`config.mk`:
```
export PLATFORM = sky130hd
export DESIGN_NAME = bf2_stage_ctrl
export DESIGN_NICKNAME = d
export VERILOG_FILES = /design/src/rtl/bf2_stage_ctrl.sv
export SDC_FILE = /design/constraint.sdc
export NUM_CORES = 1
export LEC_CHECK = 0
export CORE_MARGIN = 3
export CORE_UTILIZATION = 42
export CTS_CLUSTER_SIZE = 20
export DETAILED_ROUTE_END_ITERATION = 12
export PLACE_DENSITY_LB_ADDON = 0.1
export SYNTH_ARGS = -nofsm -noshare
export SYNTH_HDL_FRONTEND = slang
export SYNTH_SLANG_ARGS = --single-unit
```
`constraint.sdc`:
```
create_clock -name clk -period 2.1 [get_ports clk]
set_input_delay 0.42 -clock clk [delete_from_list [all_inputs] [get_ports clk]]
set_output_delay 0.42 -clock clk [all_outputs]
set_load 0.005 [all_outputs]
```
`src/rtl/bf2_stage_ctrl.sv`:
```
// ----------------------------------------------------------------------------
// bf2_stage_ctrl
//   Sequencer for one radix-2 SDF butterfly stage (BF2I + D-beat delay buffer)
//   in the streaming FFT. A frame is CPF = N_POINT/LANES beats. The first D
//   beats of a stream only fill the delay buffer. After that, the stage
//   alternates between two kinds of D-beat blocks. In a phase-1 block the
//   butterfly fires and the add result goes out. In a phase-0 block the buffered
//   sub results from the previous phase-1 block go out. At end of stream the
//   buffer is drained with D internal beats.
//
// Parameters
//   N_POINT      FFT length (power of two)
//   LANES        samples per beat; CPF = N_POINT/LANES (power of two, >= 2)
//   STAGE_SHIFT  butterfly distance D = 2**STAGE_SHIFT beats, 0..CW-1
//
// Ports
//   clk         rising-edge clock
//   rstn        asynchronous active-low reset
//   din_valid   input beat present
//   din_sop     input beat is sample 0 of a frame
//   din_ready   input beat accepted when din_valid & din_ready
//   bf_en       butterfly add/sub registered this cycle
//   buf_sel     1: delay buffer loads sub results, 0: loads raw input
//   cyc_cnt     beat index within the current frame (flush index in FLUSH)
//   dout_valid  stage output beat valid (one cycle after the producing beat)
//   dout_sop    first output beat of a frame
//   err_sop     one-cycle pulse on a misplaced or missing sop
//   frame_cnt   completed frames, wrapping   (only with FFT_CTRL_STAT_EN)
//   err_cnt     err_sop count, saturating    (only with FFT_CTRL_STAT_EN)
//   state_dbg   FSM state: 0 IDLE, 1 FILL, 2 RUN, 3 FLUSH
//
// Handshake: a beat transfers on a cycle where din_valid & din_ready are both
// high. din_ready is low in FLUSH. It is also low on the stream-boundary cycle
// where din_valid is already low. That cycle is the first flush beat, so
// lowering ready there never refuses a beat.
//
// Optional feature macro: FFT_CTRL_STAT_EN (adds frame_cnt / err_cnt).
// ----------------------------------------------------------------------------
module bf2_stage_ctrl #(
    parameter int N_POINT     = 512,
    parameter int LANES       = 16,
    parameter int STAGE_SHIFT = 3,
    localparam int CPF        = N_POINT / LANES,
    localparam int CW         = $clog2(CPF)
) (
    input  logic          clk,
    input  logic          rstn,
    input  logic          din_valid,
    input  logic          din_sop,
    output logic          din_ready,
    output logic          bf_en,
    output logic          buf_sel,
    output logic [CW-1:0] cyc_cnt,
    output logic          dout_valid,
    output logic          dout_sop,
    output logic          err_sop,
`ifdef FFT_CTRL_STAT_EN
    output logic [15:0]   frame_cnt,
    output logic [7:0]    err_cnt,
`endif
    output logic [1:0]    state_dbg
);

    localparam int D = 1 << STAGE_SHIFT;
    localparam logic [CW-1:0] CNT_ONE = CW'(1);
    localparam logic [CW-1:0] D_IDX   = CW'(D);
    localparam logic [CW-1:0] D_LAST  = CW'(D - 1);

    localparam logic [1:0] S_IDLE  = 2'd0;
    localparam logic [1:0] S_FILL  = 2'd1;
    localparam logic [1:0] S_RUN   = 2'd2;
    localparam logic [1:0] S_FLUSH = 2'd3;

    logic [1:0]    state;
    logic [1:0]    state_nxt;
    logic [CW-1:0] cnt_nxt;

    logic acc;
    logic at_wrap;
    logic phase;
    logic resync;
    logic miss_sop;
    logic edge_flush;
    logic run_beat;
    logic flush_beat;

    // In RUN, cyc_cnt == 0 only occurs right after a frame wrapped. The beat
    // seen there decides between back-to-back continuation and stream end.
    assign at_wrap    = (state == S_RUN) && (cyc_cnt == '0);
    assign edge_flush = at_wrap && !din_valid;
    assign din_ready  = (state != S_FLUSH) && !edge_flush;
    assign acc        = din_valid && din_ready;
    assign phase      = cyc_cnt[STAGE_SHIFT];

    assign resync     = (state == S_RUN) && acc && din_sop && !at_wrap;
    assign miss_sop   = at_wrap && acc && !din_sop;
    assign run_beat   = (state == S_RUN) && acc && !resync && !miss_sop;
    // The boundary cycle (idle or missing sop) is itself flush beat 0. This
    // keeps the drain contiguous with the last frame's output.
    assign flush_beat = (state == S_FLUSH) || edge_flush || miss_sop;

    assign bf_en      = run_beat && phase;
    // A resync beat is beat 0 of a new frame and must load raw input.
    assign buf_sel    = (state == S_RUN) && phase && !resync;
    assign state_dbg  = state;

    always_comb begin
        state_nxt = state;
        cnt_nxt   = cyc_cnt;
        case (state)
            S_IDLE: begin
                if (acc && din_sop) begin
                    cnt_nxt   = CNT_ONE;
                    state_nxt = (D == 1) ? S_RUN : S_FILL;
                end
            end
            S_FILL: begin
                if (acc) begin
                    cnt_nxt = cyc_cnt + CNT_ONE;
                    if (cyc_cnt == D_LAST) state_nxt = S_RUN;
                end
            end
            S_RUN: begin
                if (resync) begin
                    cnt_nxt   = CNT_ONE;
                    state_nxt = (D == 1) ? S_RUN : S_FILL;
                end else if (run_beat) begin
                    cnt_nxt = cyc_cnt + CNT_ONE;   // natural wrap at CPF
                end else if (flush_beat) begin
                    if (D == 1) begin
                        cnt_nxt   = '0;
                        state_nxt = S_IDLE;
                    end else begin
                        cnt_nxt   = CNT_ONE;
                        state_nxt = S_FLUSH;
                    end
                end
            end
            S_FLUSH: begin
                if (cyc_cnt == D_LAST) begin
                    cnt_nxt   = '0;
                    state_nxt = S_IDLE;
                end else begin
                    cnt_nxt = cyc_cnt + CNT_ONE;
                end
            end
            default: begin
                cnt_nxt   = '0;
                state_nxt = S_IDLE;
            end
        endcase
    end

    always_ff @(posedge clk or negedge rstn) begin
        if (!rstn) begin
            state      <= S_IDLE;
            cyc_cnt    <= '0;
            dout_valid <= 1'b0;
            dout_sop   <= 1'b0;
            err_sop    <= 1'b0;
        end else begin
            state      <= state_nxt;
            cyc_cnt    <= cnt_nxt;
            dout_valid <= run_beat || flush_beat;
            dout_sop   <= run_beat && (cyc_cnt == D_IDX);
            err_sop    <= resync || miss_sop;
        end
    end

`ifdef FFT_CTRL_STAT_EN
    localparam logic [CW-1:0] CNT_LAST = CW'(CPF - 1);

    always_ff @(posedge clk or negedge rstn) begin
        if (!rstn) begin
            frame_cnt <= '0;
            err_cnt   <= '0;
        end else begin
            if (run_beat && (cyc_cnt == CNT_LAST)) frame_cnt <= frame_cnt + 16'd1;
            if ((resync || miss_sop) && (err_cnt != 8'hFF)) err_cnt <= err_cnt + 8'd1;
        end
    end
`endif

endmodule

```
; After elaboration in Yosys (flattened, before gate mapping)
; Cells that the tools add are included.
[totals]
ff_bits = 10
latch_bits = 0
ram_bits = 0
rom_bits = 0
input_bits = 4
word_cells = 64
memories = 0
[classes]
n_addsub = 1
multipliers = 0
n_div = 0
n_lt_le_gt_ge = 0
n_eq_ne = 13
shifts = 0
mux = 15
n_bitwise = 0
n_reduce_logical = 30
[ops]
columns = cell, n
row1 = 5-bit 2-to-1 mux, 6
row2 = 5-bit case mux with 4 select lines, 1
row3 = 1-bit logical AND, 16
row4 = 2-bit 2-to-1 mux, 7
row5 = 2-bit inequality test (second input constant), 4
row6 = 2-bit case mux with 4 select lines, 1
row7 = 1-bit logical NOT, 6
row8 = 3-bit inequality test (second input constant), 2
row9 = 6-bit AND reduction, 1
row10 = 5-bit by 1-bit adder with 5-bit output (second input constant), 1
row11 = 5-bit by 3-bit == test with 1-bit output (second input constant), 1
row12 = 5-bit by 4-bit == test with 1-bit output (second input constant), 1
row13 = 5-bit logical NOT, 1
row14 = 2-bit == test (second input constant), 2
row15 = 1-bit logical OR, 4
row16 = 4-bit inequality test (second input constant), 1
row17 = 3-bit AND reduction, 1
row18 = 2-bit by 1-bit == test with 1-bit output (second input constant), 1
row19 = 2-bit logical NOT, 1
row20 = 2-bit by 1-bit inequality test with 1-bit output (second input constant), 1

; Logic depth before layout (Yosys ltp)
[depth]
word_depth = 15
depth_mapped = 6
depth_no_buf = 6

; Least setup slack after synthesis
; No wires, ideal clock.
[synth_path]
path_type = register -> register
from = reg cyc_cnt[0]
to = reg cyc_cnt[4]
setup_ns = 0.126
arrival_ns = 1.644
required_time_ns = 1.974
path_slack_ns = 0.330
stages_incl_launch_ff = 7
synth_period_minus_slack_ns = 1.770
cell_sequence = dfrtp_1 > inv_1 > ha_1 > nor4b_4 > xnor2_1 > a31o_1 > a221o_1
[synth_between]
elab_chain_len = 15
word_cells_on_any_way = 30
[synth_lines]
columns = element, line_no
row1 = "start, declared", 53  ; output logic [CW-1:0] cyc_cnt,
row2 = "start signal, assigned", 163  ; cyc_cnt <= cnt_nxt;
row3 = 5-bit logical NOT, 89  ; assign at_wrap = (state == S_RUN) && (cyc_cnt == '0);
row4 = 1-bit logical AND, 89
row5 = 1-bit logical AND, 90  ; assign edge_flush = at_wrap && !din_valid;
row6 = 1-bit logical NOT, 91  ; assign din_ready = (state != S_FLUSH) && !edge_flush;
row7 = 1-bit logical AND, 91
row8 = 1-bit logical AND, 92  ; assign acc = din_valid && din_ready;
row9 = 1-bit logical AND, "95, 97"
row10 = 1-bit logical AND (2 in a row), 95  ; assign resync = (state == S_RUN) && acc && din_sop && !at_wrap;
row11 = 1-bit logical NOT, 97  ; assign run_beat = (state == S_RUN) && acc && !resync && !miss_sop;
row12 = 1-bit logical AND (2 in a row), 97
row13 = 5-bit 2-to-1 mux, 127  ; end else if (run_beat) begin
row14 = 5-bit 2-to-1 mux, 124  ; if (resync) begin
row15 = 5-bit case mux with 4 select lines, 110  ; case (state)
; Several ways; a longest one is shown, not always the timed one. The select of a mux whose other input is x is not followed.
; A chain may end at the register's enable or synchronous reset.

; Final worst setup path
[layout_path]
from = reg cyc_cnt[1]
to = reg cyc_cnt[2]
; The elaborated chain is that of the path after synthesis.

==> impl.org <==
** Finish
- Fraction of final layout cells with drive strength greater than 1 :: between 20% and 30%
- For this run, the number of standard cells in the final layout without fillers is 120.
- Cells fill approximately 69% of the core in the end.
- Net count of the finished layout :: 112
- 0 antenna diodes ended up in the layout.
- Number of filler instances in the final layout :: 119
- Area grow syn2layout :: 45.6%

** Floorplan
- The floorplan step defined a die boundary enclosing 2100 µm².
- Number of top-level design ports :: 17
- For this configuration, the core starts out at a cell density of 47.7%.
- Die span in x :: 45.8 µm
- The initialized floorplan defines 13 standard-cell rows.
- In this run the standard cell core region covers between 1000 and 1500 µm².
- Vert. Die Dim :: 45.8 µm

** Clock network
- Buffers inserted to repair hold after CTS numbered 0.
- The clock passes through at most 2 buffers.
- Clock edge transition at the registers on the reported setup and hold paths :: 0.07 ns
- The later pin in the worst-skew pair is clocked with a latency of 0.27 ns.
- H-tree depth reported by CTS :: 1
- In this run, CTS created clock tree buffers numbering 3.
- Clock tree from TritonCTS :: built
- Buffer type at the clock tree root :: clkbuf_4
- CTS saw 10 sinks.

** Global routing
- Global routing consumed, over all layers together, a little under a fifth of the routing resources.
- Entering global routing, the biggest net connects 16 pins.
- The initial antenna violation count is 0.
- The total overflow left after global routing is 0.
- Number of global-route vias before repair :: 650
- The first global-routing pass estimated 2.79 mm of wire.

** Drt
- Wire segments on met2 add up to between 700 and 800 µm in the final route.
- The routed design uses around 83 µm of met3 wire.
- Detailed-route wire length per cell :: 13.9 µm
- In this run, the number of DRC markers left after iteration 0 of detailed routing was 22.
- Routed signal wires occupy layers up through met4.
- In the final routing, the length of wire on met1 measures between 700 and 800 µm.
- Residual antenna-violating net count after detailed routing :: 0
- Count of vias placed by the detailed router :: between 600 and 700
- Vias per std cell :: 5.58
- The final layout contains routed wiring with a total length of 1.67 mm.
- 1st-pass router iterations :: 4
- After detailed routing, the number of remaining DRC violations is 0.

** Synthesis
- After synthesis the cells add up to 667 µm².
- Number of enable flip-flop cells after synthesis :: 0
- In the post-synthesis netlist, the biggest area contributors are dfrtp_1 (38%), mux2i_1 (4.5%), nand2_1 (4.5%), nor2_1 (4.5%), ha_1 (3.8%).
- Synthesized instance count :: 75
- Synth area leader :: dfrtp_1
- The number of nets in the synthesized netlist is 81.
- Yosys top cell area share :: 37.5%
- #FFs+latches synth :: 10
- Most frequent cell after synthesis :: dfrtp_1
- The commonest cells after synthesis are dfrtp_1 (10), nand2_1 (8), nor2_1 (8), nand3_1 (4), o21ai_0 (4).
- In the synthesized netlist the async set-or-reset flop fraction comes to between 90% and 100%.
- During synthesis, Yosys emitted a total of 0 warnings.
- For this run, the register share of the synthesized area comes to 37.5%.
- In the synthesized netlist the dominant register cell turns out to be dfrtp_1.
- Post-Syn Area per Cell :: 8.89 µm²
- Counting distinct cell types in the post-synthesis netlist gives 32.

** STA
- The worst pin sits at a relative slew slack of 59.4%.
- Final Hold Vio Count :: 0
- The worst path in the final design needs a cycle of 1.93 ns, including I/O delays and setup.
- Final clock period utilization by the worst path :: 91.8%
- For this run, the top clock speed supported by timing is 0.519 GHz.
- For the final routed database, the setup TNS stands at 0 ns.
- Setup repair after global routing left no endpoint under its margin.
- The max-slew violation total from the final report was 0.
- Measured slew at the worst slew-check pin :: 0.607 ns
- Setup violations remaining at the end of the flow were counted as 0.
- Setup Skew :: 0.00159 ns

** Pwr
- IR analysis of the VDD net gives a maximum drop of 0.531 mV.
- The design draws 964 µW.
- For this design the static power due to leakage is 0.000443 µW.
- Power spread over the standard cell area amounts to 993 nW/µm².

** Setup path
- Critical path, cell by cell :: inv_1 -> ha_2 -> nor4b_4 -> buf_4 -> buf_4 -> o32ai_1 -> a311oi_1 -> nor3_1
- Measured in cells, the most critical reg-to-reg path has a length of 8.
- WS Path Type :: reg -> reg
- STA puts the critical path data required time at 2.28 ns.
- STA classifies the critical path endpoint as a flop.
- Worst path slowest cell :: o32ai_1
- Worst Setup Start Kind :: flop
- The largest single stage delay on the critical path is 0.52 ns.
- For the worst setup path, the data arrival time is ~2.1 ns.
- Counting stages on the worst path, the most repeated cell is buf_4.
- Along the worst path, the maximum fanout reaches 6.

** Placed design
- The congestion estimate from routability-driven global placement came to 0.809.
- The wire-length estimate of the detail-placed layout is 1.26 mm.
- In this run, placement finished with an instance count of 114.
- Input and output buffers added on the ports amount to 16.

** Status
- Status :: completed

** Min path
- Worst hold path type :: in -> async

** Job
- Number of max-cap violations :: 0
## power by group
group          switching (µW)  total (µW)  internal (µW)  leakage (µW)
sequential               33.3         280            246      0.000122
clock                    69.6         175            105     0.0000210
combinational             228         509            281      0.000300
## registers in the layout, indices dropped and copies added, names as in the netlist
signal and flops:
cyc_cnt 5, dout_sop 1, dout_valid 1, err_sop 1, state_dbg 2
## kinds of logic (layout without fill, tap and decap cells)
| logic type | after synthesis | count (layout) | synth area share [%] |
|---|---|---|---|
| AND/OR/NAND/NOR | 32 | 32 | 27.4 |
| multiplexers | 3 | 3 | 4.50 |
| adder cells (fa/ha/maj) | 2 | 2 | 3.75 |
| flip-flops | 10 | 10 | 37.5 |
| buffers and inverters | 7 | 37 | 4.13 |
| XOR/XNOR | 2 | 2 | 2.63 |
| AO/OA/AOI/OAI | 19 | 19 | 20.1 |
## cell usage in the layout (no fill, tap or decap), types with 2 or more instances in the layout
cell type / instances
buf_4: 14
clkdlybuf4s50_1: 12
dfrtp_1: 10
nand2_1: 8
nor2_1: 8
o21ai_0: 4
nand3_1: 4
inv_1: 3
a21oi_1: 3
mux2i_1: 3
clkbuf_4: 3
xnor2_1: 2
nor2b_1: 2
o21a_1: 2
and2_1: 2
dlygate4sd2_1: 2
## metal layers
| layer | vias to the layer above | GRT usage [%] |
|---|---|---|
| li1 | 328 | - |
| met1 | 319 | 23.7 |
| met2 | 18 | 29.1 |
| met3 | 5 | 3.95 |
| met4 | 0 | 10.8 |
| met5 | - | 0 |
## worst paths after layout
kind,from,endpoint,slack [ns]
min in group clk,state_dbg[0],err_sop,0.54
setup / recovery,cyc_cnt[1],cyc_cnt[2],0.17
setup reg to reg,cyc_cnt[1],cyc_cnt[2],0.17
hold / removal,rstn,cyc_cnt[0],0.47
max in group asynchronous,rstn,cyc_cnt[2],1.31
hold reg to reg,state_dbg[0],err_sop,0.54
## stage by stage
step	hold slack (ns)	area (µm²)	setup WS, ns
floorplan	0.124	667	0.330
global placement	0.530	920	-0.0148
detailed placement	0.532	920	-0.0466
CTS	0.485	960	0.00989
global route	0.499	971	0.00490
finish	0.474	971	0.173
## worst max-delay path: cells and delay by family (launching register included)
family	cells	cell delay [ns]
AND/OR/NAND/NOR	2	0.34
adder cells (fa/ha/maj)	1	0.18
AO/OA/AOI/OAI	2	0.64
flip-flops	1	0.34
buffers and inverters	3	0.34
## layout make-up
cell class,instances,area [µm²],area share (%)
multi-input cells,58,394,40.6
repair buffers,30,260,26.8
flip-flops and latches,10,250,25.8
clock buffers,4,36.3,3.74
well taps,15,18.8,1.93
inverters,3,11.3,1.16
## timing repair
item	CTS	global route
pin swaps	0	1
endpoints found under the setup margin	2	3
resized for setup	3	5
setup buffers	1	1
(Power assumes the default switching activity.)
